===== src/rtl/note_input_pkg.sv =====
`default_nettype none
// ============================================================================
// Module      : note_input_pkg
// Description : Shared types and helpers for the note input encoder. Holds the
//               key FSM state encoding, the note-code width, the key-count
//               ceiling and the key-index-to-note-code mapping.
// Revision    : 1.0 - initial release
// ============================================================================
package note_input_pkg;

    localparam int CODE_W   = 4;
    localparam int MAX_KEYS = 15;

    typedef enum logic [1:0] {
        IDLE  = 2'd0,
        HELD  = 2'd1,
        CHORD = 2'd2
    } key_state_t;

    // Key i is reported to the game controller as note code i+1; code 0 is
    // reserved for "no key".
    function automatic logic [CODE_W-1:0] key_to_code(input int idx);
        return CODE_W'(idx + 1);
    endfunction

endpackage
`default_nettype wire


===== src/rtl/key_debouncer.sv =====
`default_nettype none
// ============================================================================
// Module      : key_debouncer
// Description : Two-flop synchronizer plus a shared vector debounce for a bank
//               of push buttons. The whole vector must hold one value for
//               DEBOUNCE_CYCLES consecutive comparisons before it is accepted.
// Ports       : clk     - system clock
//               reset   - asynchronous active-high reset
//               btn_raw - asynchronous button levels, 1 = pressed
//               stable  - debounced button vector
// Revision    : 1.0 - initial release
// ============================================================================
module key_debouncer #(
    parameter int W               = 8,
    parameter int DEBOUNCE_CYCLES = 250000
) (
    input  logic         clk,
    input  logic         reset,
    input  logic [W-1:0] btn_raw,
    output logic [W-1:0] stable
);

    localparam int                 c_cnt_w   = $clog2(DEBOUNCE_CYCLES);
    localparam logic [c_cnt_w-1:0] c_cnt_max = c_cnt_w'(DEBOUNCE_CYCLES - 1);
    localparam logic [c_cnt_w-1:0] c_cnt_one = c_cnt_w'(1);

    logic [W-1:0]       r_sync1;
    logic [W-1:0]       r_btn_sync;
    logic [W-1:0]       r_cand;
    logic [W-1:0]       r_stable;
    logic [c_cnt_w-1:0] r_cnt;

    always_ff @(posedge clk or posedge reset) begin
        if (reset) begin
            r_sync1    <= '0;
            r_btn_sync <= '0;
        end else begin
            r_sync1    <= btn_raw;
            r_btn_sync <= r_sync1;
        end
    end

    // Any difference from the candidate restarts the count; once the count
    // saturates it holds there so a long-stable vector keeps being accepted.
    always_ff @(posedge clk or posedge reset) begin
        if (reset) begin
            r_cand   <= '0;
            r_cnt    <= '0;
            r_stable <= '0;
        end else if (r_btn_sync != r_cand) begin
            r_cand <= r_btn_sync;
            r_cnt  <= '0;
        end else if (r_cnt == c_cnt_max) begin
            r_stable <= r_cand;
        end else begin
            r_cnt <= r_cnt + c_cnt_one;
        end
    end

    assign stable = r_stable;

endmodule
`default_nettype wire


===== src/rtl/note_input_encoder.sv =====
`default_nettype none
// ============================================================================
// Module      : note_input_encoder
// Description : Player-side button front end for the note memory game.
//               Debounces the note keys, encodes a single held key into a
//               note code and emits at most one answer strobe per press.
// Ports       : clk           - system clock
//               reset         - asynchronous active-high reset
//               btn_raw       - asynchronous button levels, 1 = pressed
//               arm           - player turn enable; strobes only while high
//               answer        - note code of last accepted press (holds)
//               answer_enable - one-cycle strobe, answer valid same cycle
//               key_code      - code of currently held key, 0 if none/chord
//               chord_err     - one-cycle pulse on a multi-key press
// Revision    : 1.0 - initial release
// ============================================================================
module note_input_encoder
    import note_input_pkg::*;
#(
    parameter int NUM_KEYS        = 8,
    parameter int DEBOUNCE_CYCLES = 250000
) (
    input  logic                clk,
    input  logic                reset,
    input  logic [NUM_KEYS-1:0] btn_raw,
    input  logic                arm,
    output logic [CODE_W-1:0]   answer,
    output logic                answer_enable,
    output logic [CODE_W-1:0]   key_code,
    output logic                chord_err
);

    localparam logic [NUM_KEYS-1:0] c_one = NUM_KEYS'(1);

    logic [NUM_KEYS-1:0] w_stable;
    logic                w_any;
    logic                w_one_hot;
    logic                w_multi;
    logic [CODE_W-1:0]   w_code;

    key_state_t          r_state;
    key_state_t          w_state_next;

    logic [CODE_W-1:0]   r_answer;
    logic                r_answer_enable;
    logic [CODE_W-1:0]   r_key_code;
    logic                r_chord_err;

    logic [CODE_W-1:0]   w_answer_nxt;
    logic                w_answer_enable_nxt;
    logic [CODE_W-1:0]   w_key_code_nxt;
    logic                w_chord_err_nxt;

    key_debouncer #(
        .W               (NUM_KEYS),
        .DEBOUNCE_CYCLES (DEBOUNCE_CYCLES)
    ) u_debouncer (
        .clk     (clk),
        .reset   (reset),
        .btn_raw (btn_raw),
        .stable  (w_stable)
    );

    // Clearing the lowest set bit leaves zero only for a one-hot vector.
    assign w_any     = (w_stable != '0);
    assign w_one_hot = w_any && ((w_stable & (w_stable - c_one)) == '0);
    assign w_multi   = w_any && !w_one_hot;

    // Only meaningful when the vector is one-hot.
    always_comb begin
        w_code = '0;
        for (int i = 0; i < NUM_KEYS; i++) begin
            if (w_stable[i]) begin
                w_code = key_to_code(i);
            end
        end
    end

    always_ff @(posedge clk or posedge reset) begin
        if (reset) begin
            r_state <= IDLE;
        end else begin
            r_state <= w_state_next;
        end
    end

    always_comb begin
        w_state_next = r_state;
        case (r_state)
            IDLE: begin
                if (w_one_hot) begin
                    w_state_next = HELD;
                end else if (w_multi) begin
                    w_state_next = CHORD;
                end
            end
            HELD: begin
                // The held key's code is in r_key_code; anything else nonzero
                // (added key or a slide to a different key) is a chord.
                if (!w_any) begin
                    w_state_next = IDLE;
                end else if (!w_one_hot || (w_code != r_key_code)) begin
                    w_state_next = CHORD;
                end
            end
            CHORD: begin
                if (!w_any) begin
                    w_state_next = IDLE;
                end
            end
            default: w_state_next = IDLE;
        endcase
    end

    // A strobe can only come from the IDLE->HELD edge, so a key already held
    // when arm rises never produces a late strobe.
    always_comb begin
        w_answer_enable_nxt = (r_state == IDLE) && (w_state_next == HELD) && arm;
        w_answer_nxt        = w_answer_enable_nxt ? w_code : r_answer;
        w_key_code_nxt      = (w_state_next == HELD) ? w_code : '0;
        w_chord_err_nxt     = (w_state_next == CHORD) && (r_state != CHORD);
    end

    always_ff @(posedge clk or posedge reset) begin
        if (reset) begin
            r_answer        <= '0;
            r_answer_enable <= 1'b0;
            r_key_code      <= '0;
            r_chord_err     <= 1'b0;
        end else begin
            r_answer        <= w_answer_nxt;
            r_answer_enable <= w_answer_enable_nxt;
            r_key_code      <= w_key_code_nxt;
            r_chord_err     <= w_chord_err_nxt;
        end
    end

    assign answer        = r_answer;
    assign answer_enable = r_answer_enable;
    assign key_code      = r_key_code;
    assign chord_err     = r_chord_err;

endmodule
`default_nettype wire


===== config.mk =====
export PLATFORM = sky130hd
export DESIGN_NAME = note_input_encoder
export DESIGN_NICKNAME = d
export VERILOG_FILES = /design/src/rtl/note_input_pkg.sv /design/src/rtl/key_debouncer.sv /design/src/rtl/note_input_encoder.sv
export SDC_FILE = /design/constraint.sdc
export NUM_CORES = 1
export LEC_CHECK = 0
export ABC_AREA = 1
export CAP_MARGIN = 25
export CORE_UTILIZATION = 55
export CTS_BUF_LIST = sky130_fd_sc_hd__clkbuf_16
export CTS_CLUSTER_SIZE = 12
export DETAILED_ROUTE_END_ITERATION = 6
export PLACE_DENSITY_LB_ADDON = 0.15
export SLEW_MARGIN = 20
export SYNTH_ARGS = -nofsm -noshare
export SYNTH_HDL_FRONTEND = slang
export SYNTH_SLANG_ARGS = --single-unit

===== constraint.sdc =====
create_clock -name clk -period 2.2 [get_ports clk]
set_input_delay 0.44 -clock clk [delete_from_list [all_inputs] [get_ports clk]]
set_output_delay 0.44 -clock clk [all_outputs]
set_load 0.01 [all_outputs]

-- Word-level counts from Yosys, hierarchy flattened
Cells that the tools add are included.
- bits in registers: 62
- bits of input ports: 11
- output and inout bits: 10
- word-level logic and storage cells: 51
- add/subtract/negate cells: 2
- equal/unequal tests: 9
- multiplexer cells: 17
- bitwise gates (word level): 2
- reductions and logical operators: 11
- operator list (cell ; count):
    18-bit two-way mux ; 2
    4-bit two-way mux ; 8
    18-bit by 1-bit adder with 18-bit output, second input constant ; 1
    18-bit equality test, second input constant ; 1
    2-bit two-way mux ; 5
    8-bit AND ; 1
    8-bit zero test ; 1
    8-bit != test ; 1
    8-bit nonzero test ; 1
    8-bit by 1-bit subtractor with 8-bit output, second input constant ; 1
    2-bit one-hot mux with 3 select lines ; 1
    1-bit logical AND ; 5
    2-bit by 1-bit equality test with 1-bit output, second input constant ; 2
    2-bit equality test, second input constant ; 2
    4-bit != test ; 1
    2-bit zero test ; 1
    2-bit by 1-bit != test with 1-bit output, second input constant ; 1
    2-bit != test, second input constant ; 1
    2-bit AND reduction ; 1
    1-bit zero test ; 1
    1-bit logical OR ; 1
    1-bit two-way mux ; 1
    1-bit inverter ; 1

-- Logic depth before layout (Yosys ltp)
- depth in word-level cells: 16
- mapped depth: 14
- depth with buffers taken out: 14

-- Cells and area by module
A second synthesis with hierarchy kept.
- cells, all modules: 363
- area total of the unflattened synthesis: 2986.6 µm²
- by module, submodules not included (module ; instances ; cells an instance ; area each (µm²) ; seq. area each (µm²)):
    key_debouncer ; 1 ; 236 ; 2150.8 ; 1251.2
    note_input_encoder ; 1 ; 127 ; 835.8 ; 300.3

-- Worst setup path after synthesis
OpenSTA, ideal clock, no wires.
- path kind: register to register
- start: register u_debouncer.r_cnt[0]
- end: register u_debouncer.r_stable[2] (netlist: u_debouncer.stable[2])
- setup time: 0.125 ns
- data arrival time: 1.572 ns
- required time: 2.075 ns
- setup slack: 0.503 ns
- stages on the path, launching flop included: 9
- buffers on the path: 0
- clock period less this slack: 1.697 ns
- cells stage by stage: dfrtp_1 > ha_1 > nand2_1 > inv_2 > nand2_1 > nor3_2 > nand4_2 > nor2_8 > mux2_4
- cells in the longest elaborated chain, start to end: 2
- RTL lines (what ; line ; source):
    start, declared ; key_debouncer.sv:31 ; logic [c_cnt_w-1:0] r_cnt;
    start signal, assigned ; key_debouncer.sv:56 ; r_cnt <= r_cnt + c_cnt_one;
    18-bit equality test ; key_debouncer.sv:53 ; end else if (r_cnt == c_cnt_max) begin
    2-bit AND reduction (no line) ; -- ;
    end signal, assigned ; key_debouncer.sv:54 ; r_stable <= r_cand;
    end, declared ; key_debouncer.sv:30 ; logic [W-1:0] r_stable;
No other way between the ends.
A chain may end at the register's enable or synchronous reset.

-- Final worst setup path
- start: register u_debouncer.r_cnt[0]
- end: register u_debouncer.r_stable[5] (netlist: u_debouncer.stable[5])
Same word-level chain as after synthesis.

==> flow_summary.json <==
{
  "grt_util_all_layers": 0.220,
  "slew_headroom": 0.792,
  "viasPerCell": 5.11,
  "synthCells": 290,
  "met1Wirelength_um": 2200,
  "top_layer": "met4",
  "drt-initial-drc-count": 74,
  "layout.area.seq_mm2": 0.00155,
  "p_leak_nw": 1.57,
  "antennaDiodeCount": 0,
  "drt_wl_total_um": 4860,
  "cts_resized": 0,
  "fmax_mhz": 550,
  "cp.arrival_ns": 2.03,
  "synth-edff-count": 0,
  "crit_path_end_kind": "flop",
  "num_vias": 1962,
  "r2r_setup_slack_ns": 0.38,
  "die_y_um": 73.5,
  "avgSynthCellArea_um2": 9.69,
  "fin_skew_ns": 0.00844,
  "power_mw": 2.67,
  "cpMaxStageDelayCell": "dfrtp_1",
  "crit_family": "simple AND/OR/NAND/NOR gates",
  "hold_viol": 0,
  "cts_buffers": 9,
  "std_cell_rows": 25,
  "final.setup.tns_ns": 0,
  "clk_path_buf_depth": 2,
  "postCtsHoldBufs": 0,
  "placed_area_mm2": 0.00308,
  "syn_to_final_growth_pct": 20.3,
  "antenna_found_initial": 0,
  "multi_input_area_mm2": 0.00107,
  "synthArstFlopShare": 1.00,
  "yosysSeqAreaShare": 0.552,
  "drt-pass1-iter-count": 4,
  "start_util": 0.583,
  "worstPathRequired_ns": 2.41,
  "grt_pass1_vias": 1968,
  "crit_type": "reg -> reg",
  "post-route-util": 0.702,
  "ys.flop_type": "dfrtp_1",
  "insertion_delay_ns": 0.32,
  "synth_area_mm2": 0.00281,
  "ys_ff_latch": 62,
  "synth_top_area_frac": 0.552,
  "clk_pin_slew_ns": 0.05,
  "cpPeakStageDelay_ns": 0.41,
  "crit_chain": "ha_1, nand2_1, inv_2, nand2_1, nor3_2, nand4_2, nor2_8, mux2_4",
  "dpl.hpwl_um": 3320,
  "ys_top_cells_by_area": "dfrtp_1, nand2_1, inv_1",
  "worstPathBufferInverterCount": 1,
  "grt_pass1_wl_um": 8660,
  "status": "finished clean",
  "postCtsSetupBuffers": 0,
  "powerDensity_mw_per_mm2": 790,
  "timing.critical_path.mode_cell": "nand2_1",
  "tightest_slew_ns": 0.311,
  "synth_cell_type_count": 35,
  "critPathMaxFanout": 7,
  "peakVddDrop_mv": 0.528,
  "ys.warnings.count": 0,
  "final.period_utilization": 0.827,
  "setup_violations": 0,
  "cts.sinks": 62,
  "rsz0062_at_grt": "no",
  "met2_length_um": 2320,
  "worstSetupStartpointType": "flop",
  "overflow": 0,
  "finalNetCount": 325,
  "fin_crit_ns": 1.82,
  "core-area_mm2": 0.00482,
  "port_buffers": 20,
  "globalplace.congestion": 0.925,
  "ctsHtreeMaxLevel": 3,
  "drtAntennaViolNets": 0,
  "grt_max_degree": 63,
  "synth_largest_area_cell": "dfrtp_1",
  "cts_tree": "done",
  "root_buffer": "clkbuf_16",
  "route.met3.wl_um": 222,
  "fillCellCount": 383,
  "die_w_um": 73.5,
  "maxCapViolCount": 0,
  "drc_errors": 0,
  "ios": 21,
  "hold_class": "reg -> reg",
  "routedWlPerCell_um": 12.7,
  "die_area_mm2": 0.00540,
  "final_layout_size_suffix_gt1_frac": 0.174,
  "final_area_mm2": 0.00338,
  "synth_nets": 302,
  "drv_slew": 0
}
==> sequential cells by signal, indices dropped and copies added (netlist names) <==
name and flops:
u_debouncer.r_cnt 18, u_debouncer.r_btn_sync 8, u_debouncer.r_cand 8, u_debouncer.r_sync1 8
u_debouncer.stable 8, answer 4, key_code 4, r_state 2
answer_enable 1, chord_err 1
==> layout by cell type (no fill, tap or decap), drive strengths merged, types with 2 or more instances in the layout <==
cell,instances
nand3,10
o21ai,22
nand2,59
xnor2,7
clkdlybuf4s50,20
dfrtp,62
mux2,5
bufinv,2
or2,3
a21oi,17
clkinv,3
inv,39
nand3b,2
nor3,9
clkbuf,9
nand4,12
nor2,29
==> kinds of logic (layout without fill, tap and decap cells) <==
group	after synthesis	after routing	share of synthesized area
XOR/XNOR	7	7	0.0218
buffers and inverters	48	75	0.0654
adder cells (fa/ha/maj)	1	1	0.00445
AO/OA/AOI/OAI	43	43	0.0850
flip-flops	62	62	0.552
multiplexers	5	5	0.0267
AND/OR/NAND/NOR	124	124	0.244
==> layer usage <==
layer  vias up  track usage
li1        976            -
met1       923        0.273
met3        14       0.0549
met5         -            0
met2        49        0.352
met4         0        0.122
==> through the flow <==
stage,std cells,setup WS [ns],hold slack (ns)
2_1_floorplan,290,0.219,0.331
3_5_place_dp,369,0.393,0.335
3_3_place_gp,369,0.431,0.331
4_1_cts,384,0.381,0.346
5_1_grt,384,0.231,0.351
6_report,384,0.380,0.343
==> layout make-up <==
type,count,share of cell area
Inverter,39,0.0433
Clock buffer,9,0.0666
Multi-Input combinational cell,180,0.318
Clock inverter,6,0.0233
Sequential cell,62,0.459
Timing Repair Buffer,21,0.0651
Tap cell,67,0.0248
==> where the power goes <==
group          switching [mW]  leakage [nW]  internal [mW]
Clock                   0.459         0.148          0.970
Combinational          0.0335         0.608         0.0300
Sequential             0.0122         0.811           1.17
Total                   0.504          1.57           2.17
==> synthesized netlist by cell type, types with 6 or more instances <==
master / instances
nand2_1: 53
o21ai_1: 14
inv_2: 9
xnor2_1: 7
clkbuf_1: 8
inv_1: 29
nand3_1: 6
o21ai_0: 6
dfrtp_1: 62
nand4_1: 10
nor2_1: 23
a21oi_1: 16
==> worst register-to-register path, delay by kind of cell, from the launching register on <==
family | cells | cell delay (ns)
fa+ha+maj | 1 | 0.23
buf+inv | 1 | 0.05
flops | 1 | 0.41
mux | 1 | 0.32
simple gates | 5 | 0.69
==> worst paths after layout <==
kind / startpoint / endpoint / depth (start not counted)
max: u_debouncer.r_cnt[0]$_DFFE_PP0N_ / u_debouncer.stable[5]$_DFFE_PP0P_ / 8
min: u_debouncer.r_sync1[6]$_DFF_PP0_ / u_debouncer.r_btn_sync[6]$_DFF_PP0_ / 0
max reg2reg: u_debouncer.r_cnt[0]$_DFFE_PP0N_ / u_debouncer.stable[5]$_DFFE_PP0P_ / 8
min reg2reg: u_debouncer.r_sync1[6]$_DFF_PP0_ / u_debouncer.r_btn_sync[6]$_DFF_PP0_ / 0
max in group asynchronous: reset / u_debouncer.r_cand[7]$_DFFE_PP0N_ / 3
min in group asynchronous: reset / u_debouncer.r_cnt[8]$_DFFE_PP0N_ / 3
Note: power is estimated with default switching activity, not from simulation.
